==> config.mk <==
export PLATFORM = sky130hd
export DESIGN_NAME = day03_result_printer
export DESIGN_NICKNAME = d
export VERILOG_FILES = /design/src/rtl/day03_fmt_pkg.sv /design/src/rtl/bin2bcd_serial.sv /design/src/rtl/day03_result_printer.sv
export SDC_FILE = /design/constraint.sdc
export NUM_CORES = 1
export LEC_CHECK = 0
export CAP_MARGIN = 15
export CORE_ASPECT_RATIO = 0.6
export CORE_UTILIZATION = 58
export CTS_CLUSTER_SIZE = 24
export DETAILED_ROUTE_END_ITERATION = 16
export PLACE_DENSITY = 0.86
export SYNTH_ARGS = -nofsm -noshare
export SYNTH_HDL_FRONTEND = slang
export SYNTH_HIERARCHICAL = 1
export SYNTH_SLANG_ARGS = --single-unit
==> constraint.sdc <==
create_clock -name clk -period 2.95 [get_ports clk]
set_input_delay 0.59 -clock clk [delete_from_list [all_inputs] [get_ports clk]]
set_output_delay 0.59 -clock clk [all_outputs]
set_load 0.1 [all_outputs]
==> src/rtl/day03_fmt_pkg.sv <==
// Shared state encoding, ASCII constants and default sizing for the day-03 result printer.
// Latency: none, this file only holds declarations.
// Backpressure: none, this file only holds declarations.
// The optional ST_PFX state exists only when DAY03_RESULT_PREFIX_EN is defined.
package day03_fmt_pkg;

    // 20 decimal digits are enough for 2^64-1 = 18446744073709551615
    localparam int DEF_N_BCD_DIGITS = 20;
    localparam int BIN_W            = 64;

    localparam logic [7:0] ASC_0     = 8'h30;
    localparam logic [7:0] ASC_LF    = 8'h0A;
    localparam logic [7:0] ASC_P     = 8'h50;
    localparam logic [7:0] ASC_1     = 8'h31;
    localparam logic [7:0] ASC_2     = 8'h32;
    localparam logic [7:0] ASC_COLON = 8'h3A;
    localparam logic [7:0] ASC_SP    = 8'h20;

    typedef enum logic [2:0] {
        ST_IDLE,
        ST_CONV,
        ST_SCAN,
        ST_EMIT,
        ST_NL,
`ifdef DAY03_RESULT_PREFIX_EN
        ST_FIN,
        ST_PFX
`else
        ST_FIN
`endif
    } state_t;

endpackage

==> src/rtl/bin2bcd_serial.sv <==
// Serial double-dabble: a 64-bit unsigned value becomes N_DIGITS packed BCD nibbles.
// Latency: 64 cycles after start; done is high during the cycle whose edge makes the last shift.
// Backpressure: none; start is only issued while idle, and bcd holds its value until the next start.
module bin2bcd_serial
    import day03_fmt_pkg::*;
#(
    parameter int N_DIGITS = DEF_N_BCD_DIGITS
) (
    input  logic                  clk,
    input  logic                  rst_n,
    input  logic                  start,
    input  logic [BIN_W-1:0]      bin,
    output logic                  busy,
    output logic                  done,
    output logic [N_DIGITS*4-1:0] bcd
);

    localparam int BW = N_DIGITS * 4;

    logic [BIN_W-1:0] sh_q;
    logic [6:0]       cnt_q;
    logic [BW-1:0]    adj;

    // Add 3 to every nibble that is 5 or more, so the next shift carries correctly into the next digit
    always_comb begin
        adj = bcd;
        for (int i = 0; i < N_DIGITS; i++) begin
            if (bcd[i*4 +: 4] >= 4'd5) begin
                adj[i*4 +: 4] = bcd[i*4 +: 4] + 4'd3;
            end
        end
    end

    // Load on start, then shift one binary bit into the adjusted BCD register per cycle for 64 cycles
    always_ff @(posedge clk or negedge rst_n) begin
        if (!rst_n) begin
            sh_q  <= '0;
            cnt_q <= '0;
            busy  <= 1'b0;
            bcd   <= '0;
        end else if (start) begin
            sh_q  <= bin;
            cnt_q <= 7'd64;
            busy  <= 1'b1;
            bcd   <= '0;
        end else if (busy) begin
            bcd   <= {adj[BW-2:0], sh_q[BIN_W-1]};
            sh_q  <= {sh_q[BIN_W-2:0], 1'b0};
            cnt_q <= cnt_q - 7'd1;
            if (cnt_q == 7'd1) begin
                busy <= 1'b0;
            end
        end
    end

    assign done = busy && (cnt_q == 7'd1);

endmodule

==> src/rtl/day03_result_printer.sv <==
// Prints the part-1 and part-2 totals as decimal ASCII lines. Each line is one value followed by LF.
// Latency: the first byte is valid after edge k+65 (k is the edge that samples done), or after edge k when DAY03_RESULT_PREFIX_EN is defined.
// Backpressure: valid/ready; out_data is held while out_ready=0; one byte per cycle when out_ready=1.
module day03_result_printer
    import day03_fmt_pkg::*;
#(
    parameter int N_BCD_DIGITS = DEF_N_BCD_DIGITS
) (
    input  logic             clk,
    input  logic             rst_n,
    input  logic [BIN_W-1:0] part1_result,
    input  logic [BIN_W-1:0] part2_result,
    input  logic             done,
    output logic [7:0]       out_data,
    output logic             out_valid,
    input  logic             out_ready,
    output logic             fmt_done
);

    localparam int IW = (N_BCD_DIGITS > 1) ? $clog2(N_BCD_DIGITS) : 1;

    state_t                  state_q, state_d;
    logic                    sel_p2;
    logic [IW-1:0]           dig_q;
    logic [IW-1:0]           msd;
    logic [3:0]              cur_nib;
    logic [BIN_W-1:0]        p2_q;
    logic [BIN_W-1:0]        cvt_bin;
    logic                    start_req;
    logic                    cvt_start;
    logic                    cvt_busy;
    logic                    cvt_done;
    logic [N_BCD_DIGITS*4-1:0] cvt_bcd;
`ifdef DAY03_RESULT_PREFIX_EN
    logic [BIN_W-1:0]        p1_q;
    logic [1:0]              pfx_idx;
`endif

    bin2bcd_serial #(
        .N_DIGITS (N_BCD_DIGITS)
    ) u_bin2bcd (
        .clk   (clk),
        .rst_n (rst_n),
        .start (cvt_start),
        .bin   (cvt_bin),
        .busy  (cvt_busy),
        .done  (cvt_done),
        .bcd   (cvt_bcd)
    );

`ifdef DAY03_RESULT_PREFIX_EN
    // Conversion starts after the prefix, so both parts come from the latched copies
    assign cvt_bin = sel_p2 ? p2_q : p1_q;
`else
    // Part 1 starts converting on the latch edge itself, so the shift register captures the live input.
    // Part 2 always comes from the latched copy.
    assign cvt_bin = (state_q == ST_IDLE) ? part1_result : p2_q;
`endif

    assign cvt_start = start_req && !cvt_busy;

    // Priority-encode the most significant non-zero digit; a value of zero gives index 0
    always_comb begin
        msd = '0;
        for (int i = 0; i < N_BCD_DIGITS; i++) begin
            if (cvt_bcd[i*4 +: 4] != 4'd0) begin
                msd = IW'(i);
            end
        end
    end

    // Select the digit currently being emitted
    always_comb begin
        cur_nib = '0;
        for (int i = 0; i < N_BCD_DIGITS; i++) begin
            if (dig_q == IW'(i)) begin
                cur_nib = cvt_bcd[i*4 +: 4];
            end
        end
    end

    // State register
    always_ff @(posedge clk or negedge rst_n) begin
        if (!rst_n) begin
            state_q <= ST_IDLE;
        end else begin
            state_q <= state_d;
        end
    end

    // Next-state logic; every byte-emitting state advances only on a completed transfer
    always_comb begin
        state_d = state_q;
        case (state_q)
            ST_IDLE: begin
                if (done) begin
`ifdef DAY03_RESULT_PREFIX_EN
                    state_d = ST_PFX;
`else
                    state_d = ST_CONV;
`endif
                end
            end
            ST_CONV: if (cvt_done) state_d = ST_SCAN;
            ST_SCAN: state_d = ST_EMIT;
            ST_EMIT: if (out_ready && (dig_q == '0)) state_d = ST_NL;
            ST_NL: begin
                if (out_ready) begin
                    if (sel_p2) begin
                        state_d = ST_FIN;
                    end else begin
`ifdef DAY03_RESULT_PREFIX_EN
                        state_d = ST_PFX;
`else
                        state_d = ST_CONV;
`endif
                    end
                end
            end
`ifdef DAY03_RESULT_PREFIX_EN
            ST_PFX: if (out_ready && (pfx_idx == 2'd3)) state_d = ST_CONV;
`endif
            ST_FIN: state_d = ST_FIN;
            default: state_d = ST_IDLE;
        endcase
    end

    // Outputs and converter start, decoded from the current state
    always_comb begin
        out_valid = 1'b0;
        out_data  = 8'h00;
        fmt_done  = 1'b0;
        start_req = 1'b0;
        case (state_q)
            ST_IDLE: begin
`ifndef DAY03_RESULT_PREFIX_EN
                start_req = done;
`endif
            end
            ST_EMIT: begin
                out_valid = 1'b1;
                out_data  = ASC_0 + {4'h0, cur_nib};
            end
            ST_NL: begin
                out_valid = 1'b1;
                out_data  = ASC_LF;
`ifndef DAY03_RESULT_PREFIX_EN
                start_req = out_ready && !sel_p2;
`endif
            end
`ifdef DAY03_RESULT_PREFIX_EN
            ST_PFX: begin
                out_valid = 1'b1;
                case (pfx_idx)
                    2'd0:    out_data = ASC_P;
                    2'd1:    out_data = sel_p2 ? ASC_2 : ASC_1;
                    2'd2:    out_data = ASC_COLON;
                    default: out_data = ASC_SP;
                endcase
                start_req = out_ready && (pfx_idx == 2'd3);
            end
`endif
            ST_FIN: fmt_done = 1'b1;
            default: ;
        endcase
    end

    // Datapath: latch the inputs, track which part is selected, and step the digit index
    always_ff @(posedge clk or negedge rst_n) begin
        if (!rst_n) begin
            p2_q    <= '0;
            sel_p2  <= 1'b0;
            dig_q   <= '0;
`ifdef DAY03_RESULT_PREFIX_EN
            p1_q    <= '0;
            pfx_idx <= '0;
`endif
        end else begin
            case (state_q)
                ST_IDLE: begin
                    if (done) begin
                        p2_q   <= part2_result;
                        sel_p2 <= 1'b0;
`ifdef DAY03_RESULT_PREFIX_EN
                        p1_q    <= part1_result;
                        pfx_idx <= '0;
`endif
                    end
                end
                ST_SCAN: dig_q <= msd;
                ST_EMIT: if (out_ready && (dig_q != '0)) dig_q <= dig_q - IW'(1);
                ST_NL:   if (out_ready && !sel_p2) sel_p2 <= 1'b1;
`ifdef DAY03_RESULT_PREFIX_EN
                ST_PFX:  if (out_ready) pfx_idx <= pfx_idx + 2'd1;
`endif
                default: ;
            endcase
        end
    end

endmodule

# Word level (Yosys, flattened, before mapping)

Index checks and enable logic that the tools add are counted.

Register bits after elaboration: 225
Input bits: 132
Output and inout port bits: 10
Word-level logic and storage cells: 203

Add/subtract/negate cells: 23
$lt $le $gt $ge: 20
Equal/unequal tests: 31
Multiplexer cells: 84
Reductions and logical operators: 37

Operators with widths:

| operator                                                          | number |
|---|---|
| two-way mux 64 bit                                                | 3 |
| two-way mux 80 bit                                                | 2 |
| two-way mux 4 bit                                                 | 39 |
| two-way mux 5 bit                                                 | 17 |
| greater-or-equal comparator 4 x 3 -> 1 bit, second input constant | 20 |
| adder 4 x 2 -> 4 bit, second input constant                       | 19 |
| nonzero test 4 bit                                                | 19 |
| == test 5 x 4 -> 1 bit, second input constant                     | 8 |
| == test 5 x 3 -> 1 bit, second input constant                     | 4 |
| == test 5 bit, second input constant                              | 4 |
| two-way mux 3 bit                                                 | 6 |
| one-hot mux 3 bit (6 select lines)                                | 1 |
| two-way mux 7 bit                                                 | 2 |
| one-hot mux 7 bit (2 select lines)                                | 1 |
| inequality test 2 bit, second input constant                      | 6 |
| == test 5 x 2 -> 1 bit, second input constant                     | 2 |
| one-hot mux 5 bit (2 select lines)                                | 1 |
| two-way mux 1 bit                                                 | 8 |
| adder 6 x 4 -> 7 bit, first input constant                        | 1 |
| == test 7 x 1 -> 1 bit, second input constant                     | 1 |
| subtractor 7 x 1 -> 7 bit, second input constant                  | 1 |
| == test 3 x 2 -> 1 bit, second input constant                     | 2 |
| == test 3 bit, second input constant                              | 2 |
| nonzero test 2 bit                                                | 3 |
| 15 further kinds                                                  | 23 |

# Depth between registers and ports, before layout

Depth in word-level cells: 23
Mapped depth: 11
Mapped depth without buffers: 9

# Cells and area by module

Netlist, hierarchy kept.

Modules (own cells, without submodules):

| module               | times used | cells each | area each (um^2) | sequential area each (um^2) |
|---|---|---|---|---|
| bin2bcd_serial       | 1          | 887        | 8424.3           | 3803.6 |
| day03_result_printer | 1          | 657        | 5146.2           | 1826.8 |

# Worst setup path before layout

No wires, ideal clock.

Path type: register to output
Start: register dig_q[0]
End: output out_data[0]
Arrival time: 3.910 ns
Data required time: 2.360 ns
Setup slack: -1.550 ns
Cell stages (with the launch flop): 10
Path buffers: 2
Cells stage by stage: dfrtp_1 -> inv_1 -> ha_1 -> clkbuf_1 -> clkbuf_1 -> nor2_1 -> o21ai_0 -> o211ai_1 -> a222oi_1 -> a211oi_1

Word-level cells in the longest chain between the ends: 23
Elaborated cells between the ends (all ways): 42
Those cells by class: add/sub (1); eq/ne (19); mux (21); reduce/logical (1)

Ends and longest elaborated chain:

| element                                | line                        | RTL |
|---|---|---|
| from (decl)                            | day03_result_printer.sv:24  | `logic [IW-1:0] dig_q;` |
| from (signal assigned)                 | day03_result_printer.sv:190 | `ST_SCAN: dig_q <= msd;` |
| from (signal assigned)                 | day03_result_printer.sv:191 | `ST_EMIT: if (out_ready && (dig_q != '0)) dig_q <= dig_q - IW'(1);` |
| zero test 5 bit                        | day03_result_printer.sv:76  | `if (dig_q == IW'(i)) begin` |
| two-way mux 4 bit (19 in series)       | day03_result_printer.sv:76  |  |
| two-way mux 4 bit (*)                  | day03_result_printer.sv:76  |  |
| adder 6 x 4 -> 7 bit (*)               | day03_result_printer.sv:142 | `out_data = ASC_0 + {4'h0, cur_nib};` |
| one-hot mux 7 bit (2 select lines) (*) | day03_result_printer.sv:134 | `case (state_q)` |
| to (decl)                              | day03_result_printer.sv:14  | `output logic [7:0] out_data,` |

Mark *: on every way between the ends. The rest lies on a longest branch, timed or not.

# Worst setup path after layout

Ends and elaborated chain as after synthesis.

==> run_results.csv <==
group,metric,value,unit
outcome,outcome,"finished, violations left",
timing,hold_ws,0.04322,ns
setup_path,crit_fanout,5,
floorplanning,dieWidth,199.5,µm
setup_path,worstPathCellList,"buf_12 > ha_4 > buf_4 > buf_6 > a211oi_4 > o22ai_2 > a31oi_2 > o221ai_2 > a222oi_1 > buf_4 > a211oi_4 > buf_12",
setup_path,critical_path_class,"reg2out",
setup_path,critPathArrivalTime,2.93,ns
setup_path,cpLargestDelayFamily,"compound AO/OA/AOI/OAI gates",
setup_path,required,2.36,ns
placed_design,hpwl,28970,µm
yosys,synth_area_leaders,"dfrtp_1, nand2_1, mux2_2",
floorplanning,die_y,120.5,µm
detailed_routing,drtIter0Drc,1407,
setup_path,end_kind,"output port",
setup_path,slowest_delay,0.44,ns
yosys,synth-async-reset-ratio,100.0,%
grt,grt_pass1_vias,12145,
timing,fin_setup_tns,-2.077,ns
clocking,cts_tree,"built",
placed_design,dp_slack,-0.3403,ns
detailed_routing,vias,12660,
setup_path,worst-path-buf-inv,5,
clocking,cts.sink_count,225,
clocking,cts_made_buffers,23,
yosys,netlist.top_cell.by_area,"dfrtp_1",
timing,layout_min_cycle_time,3.516,ns
grt,grt.met1_usage,53.12,%
outcome,failed_checks,"negative setup slack",
timing,hold_violations,0,
yosys,synth_edf_count,0,
placed_design,place.gp.congestion,1.014,
grt,grt_use_total,35.01,%
finish,nNetsFinal,1882,
yosys,yosysWarnings,6,
grt,grt_first_pass_wirelength,65490,µm
detailed_routing,wl,41810,µm
clocking,clk_pin_slew_worst_paths,0.06,ns
detailed_routing,first_pass_iters,5,
hold_path,hp-class,"in2async",
clocking,ctsHoldBuffers,0,
grt,antenna_found_initial,0,
grt,grtUsageMet3,9.372,%
yosys,ys_seq_elements,225,
grt,grt_overflow_total,0,
clocking,ctsLongestPathBuffers,3,
grt,grt_max_degree,86,
grt,busiest_layer,"met1",
timing,rsz0062_at_grt,"true",
timing,skew,0.01362,ns
timing,period_share,119.2,%
setup_path,cp-start-kind,"flip-flop",
yosys,netlist-cell-type-count,67,
clocking,cts-root-buf,"clkbuf_16",
yosys,synth_area,0.01357,mm²
setup_path,critPathSlowestCell,"dfrtp_2",
floorplanning,row_count,42,
detailed_routing,viasPerCell,6.249,
timing,setup_violations,4,
yosys,synth_ff_type,"dfrtp_1",
finish,drive_gt1_share,16.02,%
timing,relSlewSlack,48.14,%
clocking,clock_latency,0.53,ns
finish,syn_to_final_growth,24.78,%
timing,max_freq,0.2844,GHz
detailed_routing,ant_nets,0,
timing,finalWorstSetupSlack,-0.5659,ns
clocking,htreeDepth,1,
yosys,netlist.area_leader.share,41.49,%
detailed_routing,post_drt_wl_per_cell,20.64,µm
floorplanning,dieArea,0.02403,mm²
power,peakVddDrop,0.6154,mV
floorplanning,initial_utilization,60.34,%
placed_design,io_buffer_count,139,
yosys,synth.avg_cell_area,8.789,µm²
timing,report.final.slew_viol_count,0,
power,powerDensity,1150,mW/mm²
yosys,yosysSeqAreaShare,41.49,%
detailed_routing,drc,0,
power,p_leak,7.589,nW
floorplanning,core_area,0.02249,mm²
timing,tightest_slew,0.7720,ns
floorplanning,pin_count,142,
grt,grt_util_met2,50.30,%
job,maxCapViolations,0,
yosys,syn-instance-count,1544,
[stage by stage]
step / power [W] / cells / instance area (µm²) / utilization [%]
after floorplan: 0.01241 / 1545 / 13680 / -
after global routing: 0.02069 / 2025 / 16930 / 75.28
after CTS: 0.01906 / 2020 / 16810 / 74.76
final: 0.01947 / 2026 / 16930 / 75.29
after global placement: 0.01502 / 1970 / 15760 / 70.07
after detailed placement: 0.01552 / 1970 / 15760 / 70.07
[logic make-up after synthesis]
logic type      Yosys count  share of synthesized area, %
simple gates            569                         19.91
compound gates          375                         17.02
mux                     132                         10.35
buf+inv                 173                         5.449
flops                   225                         41.49
other cells               1                       0.02763
fa+ha+maj                47                         4.333
xor+xnor                 22                         1.420
[repair_timing]
action / CTS / global route
gates resized for setup: 40 / 19
pin swaps: 13 / 11
cloned: 2 / 0
hold endpoints to repair: 0 / 0
setup endpoints to repair: 4 / 4
buffers inserted: 9 / 5
[power breakdown]
part | switching [W] | internal [W]
clock | 0.00128 | 0.00184
combinational | 0.00559 | 0.00449
sequential | 0.00173 | 0.00453
total | 0.00861 | 0.0109
[cell type report]
type                    instances  area [µm²]
diodes                          1       2.502
repair buffers                238        2386
flip-flops and latches        225        5637
well taps                     308       385.4
fillers                      1538        5558
inverters                      68       260.3
clock buffers                  29       658.1
multi-input cells            1147        7463
clock inverters                10       141.4
[Yosys cell counts, drive strengths merged (3+ instances only)]
master and number:
nand2 314, dfrtp 225, o21ai 136, a21oi 78, inv 68, mux2 67
mux2i 65, buf 59, nor2 48, ha 47, clkbuf 46, nand2b 31
nand3 31, a31oi 26, or4 25, nor2b 20, or3 20, o31ai 19
xor2 18, a211oi 17, a22oi 16, nor4 16, or2 15, nand4b 14
o22ai 14, o311ai 14, nor3 12, a2111oi 7, nand4 5, nor3b 5
o32ai 5, a21o 4, a221o 4, a221oi 4, o211ai 4, o21a 4
o221ai 4, xnor2 4, and2 3, nand3b 3
[flip-flops by register name, summed over array words and instances, names as in the netlist]
name             flops
dig_q                5
p2_q                64
sel_p2               1
state_q              3
u_bin2bcd/bcd       80
u_bin2bcd/busy       1
u_bin2bcd/cnt_q      7
u_bin2bcd/sh_q      64
[metal layers]
| layer | wire, µm | part of all wire [%] |
|---|---|---|
| met2 | 17950 | 43 |
| met3 | 4500 | 11 |
| met5 | 0 | 0 |
| met1 | 18690 | 45 |
| met4 | 668 | 1.6 |
[cell usage in the layout, fill, tap and decap left out, types with 11 or more instances in the layout]
cell | netlist | routed
a211oi_1 | 17 | 12
a21oi_1 | 78 | 77
a22oi_1 | 16 | 16
a31oi_1 | 26 | 25
buf_12 | 0 | 16
buf_4 | 10 | 77
buf_6 | 0 | 11
clkbuf_16 | 0 | 23
clkdlybuf4s50_1 | 0 | 130
dfrtp_1 | 225 | 222
ha_1 | 47 | 43
inv_1 | 67 | 64
mux2_2 | 67 | 67
mux2i_1 | 65 | 65
nand2_1 | 314 | 313
nand2b_1 | 31 | 31
nand3_1 | 31 | 30
nand4b_1 | 14 | 14
nor2_1 | 48 | 45
nor2b_1 | 20 | 19
nor4_1 | 16 | 16
o21ai_0 | 136 | 129
o22ai_1 | 14 | 12
o311ai_1 | 14 | 14
o31ai_1 | 19 | 19
or2_2 | 15 | 15
or3_1 | 20 | 19
or4_1 | 25 | 25
xor2_1 | 18 | 18
[worst paths after layout]
kind	to	startpoint	slack, ns	cells past startpoint
setup / recovery	out_data[0]	dig_q[0]	-0.57	12
min in group clk	p2_q[48]	p2_q[48]	0.47	2
setup reg to reg	dig_q[0]	dig_q[1]	0.50	10
hold reg to reg	p2_q[48]	p2_q[48]	0.47	2
max in group asynchronous	u_bin2bcd/bcd[26]	rst_n	2.04	2
hold / removal	u_bin2bcd/bcd[34]	rst_n	0.04	1
Note: power is estimated with default switching activity, not from simulation.
